<file path="config.mk">
export PLATFORM = sky130hd
export DESIGN_NAME = exec_sequencer
export DESIGN_NICKNAME = d
export VERILOG_FILES = /design/src/rtl/exec_sequencer.sv
export SDC_FILE = /design/constraint.sdc
export NUM_CORES = 1
export LEC_CHECK = 0
export BUFFER_PORTS_ARGS = -buffer_cell sky130_fd_sc_hd__clkbuf_2
export CAP_MARGIN = 40
export CORE_MARGIN = 4
export CORE_UTILIZATION = 48
export CTS_BUF_LIST = sky130_fd_sc_hd__clkbuf_16
export CTS_CLUSTER_DIAMETER = 40
export DETAILED_ROUTE_END_ITERATION = 8
export HOLD_SLACK_MARGIN = 0.03
export PLACE_DENSITY = 0.79
export SETUP_SLACK_MARGIN = 0.2
export SLEW_MARGIN = 5
export SYNTH_ARGS = -nofsm -noshare
export SYNTH_HDL_FRONTEND = slang
export SYNTH_SLANG_ARGS = --single-unit
</file>
<file path="constraint.sdc">
create_clock -name CLK -period 1.96 [get_ports CLK]
set_clock_uncertainty 0.05 [all_clocks]
set_input_delay 0.392 -clock CLK [delete_from_list [all_inputs] [get_ports CLK]]
set_output_delay 0.392 -clock CLK [all_outputs]
set_load 0.005 [all_outputs]
</file>
<file path="src/rtl/exec_sequencer.sv">
// Issue/sequencing controller for the execute datapath: accepts one op, times its class latency,
// captures the result and holds it for writeback. Optional perf counters under EXEC_SEQ_PERF_EN.
module exec_sequencer #(
    parameter int TAG_W   = 4,
    parameter int ALU_LAT = 1,
    parameter int MUL_LAT = 3,
    parameter int DIV_LAT = 34
) (
    input  logic             CLK,
    input  logic             RST,
    input  logic             IN_VALID,
    output logic             IN_READY,
    input  logic [1:0]       IN_CLASS,
    input  logic [4:0]       IN_RD,
    input  logic [TAG_W-1:0] IN_TAG,
    output logic             EX_START,
    output logic [1:0]       EX_CLASS,
    output logic             EX_ABORT,
    input  logic [31:0]      EX_RESULT,
    output logic             OUT_VALID,
    input  logic             OUT_READY,
    output logic [4:0]       OUT_RD,
    output logic [TAG_W-1:0] OUT_TAG,
    output logic [31:0]      OUT_RESULT,
    input  logic             FLUSH,
    output logic             BUSY
`ifdef EXEC_SEQ_PERF_EN
    ,
    output logic [31:0]      PERF_BUSY_CYC,
    output logic [31:0]      PERF_STALL_CYC
`endif
);

    localparam int MAX_LAT = (ALU_LAT > MUL_LAT) ? ((ALU_LAT > DIV_LAT) ? ALU_LAT : DIV_LAT)
                                                 : ((MUL_LAT > DIV_LAT) ? MUL_LAT : DIV_LAT);
    localparam int CNT_W   = $clog2(MAX_LAT + 1);

    typedef enum logic [1:0] {S_IDLE, S_WAIT, S_DONE} state_t;

    state_t             state_q;
    logic [CNT_W-1:0]   cnt_q;
    logic [4:0]         rd_q;
    logic [TAG_W-1:0]   tag_q;
    logic [1:0]         cls_q;
    logic               out_valid_q;
    logic [4:0]         out_rd_q;
    logic [TAG_W-1:0]   out_tag_q;
    logic [31:0]        out_result_q;
    logic               accept;

    // Reserved class 3 falls through to the ALU latency.
    function automatic logic [CNT_W-1:0] lat_m1(input logic [1:0] cls);
        case (cls)
            2'd1:    return CNT_W'(MUL_LAT - 1);
            2'd2:    return CNT_W'(DIV_LAT - 1);
            default: return CNT_W'(ALU_LAT - 1);
        endcase
    endfunction

    assign IN_READY   = !RST && !FLUSH &&
                        ((state_q == S_IDLE) || ((state_q == S_DONE) && OUT_READY));
    assign accept     = IN_VALID && IN_READY;
    assign EX_START   = accept;
    assign EX_CLASS   = accept ? IN_CLASS : cls_q;
    assign EX_ABORT   = !RST && FLUSH && (state_q == S_WAIT);
    assign BUSY       = (state_q != S_IDLE);
    assign OUT_VALID  = out_valid_q;
    assign OUT_RD     = out_rd_q;
    assign OUT_TAG    = out_tag_q;
    assign OUT_RESULT = out_result_q;

    always_ff @(posedge CLK) begin
        if (RST) begin
            state_q      <= S_IDLE;
            cnt_q        <= '0;
            rd_q         <= '0;
            tag_q        <= '0;
            cls_q        <= '0;
            out_valid_q  <= 1'b0;
            out_rd_q     <= '0;
            out_tag_q    <= '0;
            out_result_q <= '0;
        end else if (FLUSH) begin
            // Held result is dropped; OUT_RESULT keeps its stale value.
            state_q     <= S_IDLE;
            out_valid_q <= 1'b0;
        end else if (accept) begin
            rd_q        <= IN_RD;
            tag_q       <= IN_TAG;
            cls_q       <= IN_CLASS;
            cnt_q       <= lat_m1(IN_CLASS);
            out_valid_q <= 1'b0;
            state_q     <= S_WAIT;
        end else begin
            case (state_q)
                S_WAIT: begin
                    if (cnt_q == '0) begin
                        out_result_q <= EX_RESULT;
                        out_rd_q     <= rd_q;
                        out_tag_q    <= tag_q;
                        out_valid_q  <= 1'b1;
                        state_q      <= S_DONE;
                    end else begin
                        cnt_q <= cnt_q - 1'b1;
                    end
                end
                S_DONE: begin
                    if (OUT_READY) begin
                        out_valid_q <= 1'b0;
                        state_q     <= S_IDLE;
                    end
                end
                default: state_q <= S_IDLE;
            endcase
        end
    end

`ifdef EXEC_SEQ_PERF_EN
    logic [31:0] perf_busy_q;
    logic [31:0] perf_stall_q;

    always_ff @(posedge CLK) begin
        if (RST) begin
            perf_busy_q  <= '0;
            perf_stall_q <= '0;
        end else begin
            if (state_q == S_WAIT)
                perf_busy_q <= perf_busy_q + 32'd1;
            if (out_valid_q && !OUT_READY)
                perf_stall_q <= perf_stall_q + 32'd1;
        end
    end

    assign PERF_BUSY_CYC  = perf_busy_q;
    assign PERF_STALL_CYC = perf_stall_q;
`endif

endmodule

</file>
==> flow_summary.toml <==
[outcome]
status = "complete, but fails checks"
failed_checks = "negative setup slack"

[placement]
port-buffer-count = 95
dpl.cell_count = 449
post_dp_cell_area_um2 = 2990
dp_slack_ns = 0.0768
dp_hpwl_um = 4190
gp_congestion = 0.814

[floorplan]
io-pin-count = 96
dieWidth_um = 78.8
start_util_pct = 50.3
rows = 25
coreArea_um2 = 4790
die_area_um2 = 6210
die-height_um = 78.8

[global_routing]
grt_pass1_wl_um = 10500
first_global_vias = 2305
grt.total_usage_pct = 21.1
grt_max_degree = 55
antenna_found_initial = 0
grt_overflow = 0

[sta]
finalSetupViolCount = 3
setup_tns_ns = -0.125
finalCritPeriodShare_pct = 103
finalHoldViolCount = 0
setup_slack_ns = -0.0603
report.final.slew_viol_count = 0
fmax_mhz = 495
relSlewSlack_pct = 66.8
tightest_slew_ns = 0.498
grt_setup_unrepaired = "true"
min_period_ns = 2.02

[final_layout]
final_cells = 478
final_nets = 456
insertedDiodeCount = 0
fillers = 268
drive_above_1_share_pct = 57.4
area_growth_syn_to_layout_pct = 68.0
finalInstanceArea_um2 = 4050
multi_input_area_um2 = 1570
seqCellArea_um2 = 1230

[drt]
viasPerCell = 5.25
dr.pass1.iters = 4
drtIter0Drc = 102
drc = 0
post_drt_wl_per_cell_um = 16.5
num_vias = 2510
routed_wl_um = 7880
ant_nets = 0

[yosys]
synth_top_flop_cell = "dfxtp_1"
synth.area.top_cells = "dfxtp_1 51%, nand2_1 16%, a21oi_1 11%, buf_6 1.9%, nand2b_1 1.6%"
synth_top_cell_by_area = "dfxtp_1"
syn-cell-area_um2 = 2410
yosysSeqAreaShare_pct = 50.7
synth_edf_count = 0
yosys_warnings = 0
netlist.area_leader.share_pct = 50.7
synthCells = 290
synth_cell_types = 38
ys_seq_elements = 61
syn_area_per_cell_um2 = 8.30
synthTopCellsByCount = "103 x nand2_1, 61 x dfxtp_1, 52 x a21oi_1"
syn-num-nets = 340
synth.most_common_cell = "nand2_1"
async_reset_ff_share_pct = 0

[power_and_ir_drop]
leakage_nw = 1.63
finalPower_mw = 3.36
ir_worst_vdd_mv = 0.635
p_per_area_nw_per_um2 = 830

[clocking]
clock_path_buffers = 2
ctsRootBufferMaster = "clkbuf_16"
cts.htree.levels = 3
cts_tree = "yes"
clock-sinks = 61
cts.reportedPaths.clkPinSlew_ns = 0.05
clock_latency_ns = 0.32
cts_buffers = 9
postCtsHoldBufs = 0

[setup_path]
setup.worst_path.class = "flip-flop to primary output"
cp-start-kind = "flip-flop"
crit_path_max_incr_delay_ns = 0.35
worstPathCellList = "nor4b_4 -> nand2_2 -> inv_4 -> mux2_4 -> clkbuf_2"
cp-end-kind = "primary output"
critPathTopFamily = "simple AND/OR/NAND/NOR gates"
worstPathArrival_ns = 1.58
worst-path-buf-inv = 2
cp_max_fo = 4
critical_path.slowest_cell = "dfxtp_4"
critPathRequiredTime_ns = 1.52

[min_path]
hp-class = "input port to flip-flop"

[job]
cap_violations = 0
[power breakdown]
group / leakage [nW] / switching (mW) / total, mW / internal, mW
Sequential: 0.494 / 0.0220 / 1.29 / 1.27
Clock: 0.163 / 0.530 / 1.75 / 1.22
Combinational: 0.971 / 0.167 / 0.317 / 0.150
[flip-flops by register name, summed over array words and instances (netlist names)]
| signal | flops |
|---|---|
| cls_q | 2 |
| tag_q | 4 |
| OUT_TAG | 4 |
| OUT_RESULT | 32 |
| rd_q | 5 |
| cnt_q | 6 |
| OUT_VALID | 1 |
| OUT_RD | 5 |
| state_q | 2 |
[per-stage QoR]
step	hold WS, ns	utilization [%]
global placement	0.388	62.5
detailed placement	0.396	62.5
global route	0.251	84.5
finish	0.242	84.5
floorplan	0.382	-
CTS	0.239	71.8
[cell usage in the layout, fill, tap and decap left out, types with 2 or more instances in the layout]
cell type	instances
a21oi_2	39
nor2_1	2
nand2_2	6
o21ai_0	2
o2111ai_1	2
inv_1	4
buf_6	5
mux2i_1	3
clkinv_1	3
clkbuf_2	95
nor3b_2	2
nand2b_4	3
and2_1	2
nand3_1	3
buf_8	3
buf_12	2
nand2_4	36
dfxtp_1	59
a21oi_1	13
nand2b_1	3
nand2_1	62
nor2b_1	2
nor3_1	3
buf_4	13
mux2_4	2
clkbuf_16	13
bufinv_16	3
o31ai_1	2
inv_2	2
[worst register-to-register path: stages, from the launching register on]
cell and delay [ns]:
dfxtp_2 0.33, or3_4 0.41, or4_4 0.67, clkbuf_16 0.23
nand2_4 0.06, a21oi_2 0.05
[cell families after synthesis]
kind of cell	synth area share, %
AND/OR/NAND/NOR	24.4
AO/OA/AOI/OAI	16.5
adder cells (fa/ha/maj)	1.04
flip-flops	50.7
buffers and inverters	5.15
multiplexers	2.18
[worst paths after layout]
kind	start	end	slack, ns	cells past startpoint
worst min register to register	rd_q[1]$_SDFFE_PP0P_	rd_q[1]$_SDFFE_PP0P_	0.40	2
worst max-delay path	state_q[0]$_SDFFE_PP0P_	EX_CLASS[1]	-0.06	5
worst max register to register	cnt_q[4]$_SDFFE_PP0P_	OUT_RESULT[12]$_SDFFE_PP0P_	0.03	5
worst min-delay path	IN_TAG[3]	tag_q[3]$_SDFFE_PP0P_	0.24	3
[layout make-up]
cell class | instances | area share, %
clock buffers | 9 | 5.57
clock inverters | 7 | 2.60
repair buffers | 122 | 20.1
inverters | 6 | 0.619
well taps | 67 | 2.07
flip-flops and latches | 61 | 30.3
multi-input cells | 206 | 38.7
[repair_timing]
| item | in CTS | in global routing |
|---|---|---|
| buffers inserted | 6 | 1 |
| pin swaps | 5 | 84 |
| resized for setup | 17 | 130 |
| setup endpoints to repair | 48 | 52 |
| cloned | 0 | 6 |
[per-layer routing]
layer | part of all wire, % | track usage [%]
met5 | 0 | 0
met2 | 53 | 35.0
met4 | 2.1 | 9.62
met3 | 5.3 | 5.67
met1 | 39 | 25.6
(Power assumes the default switching activity.)
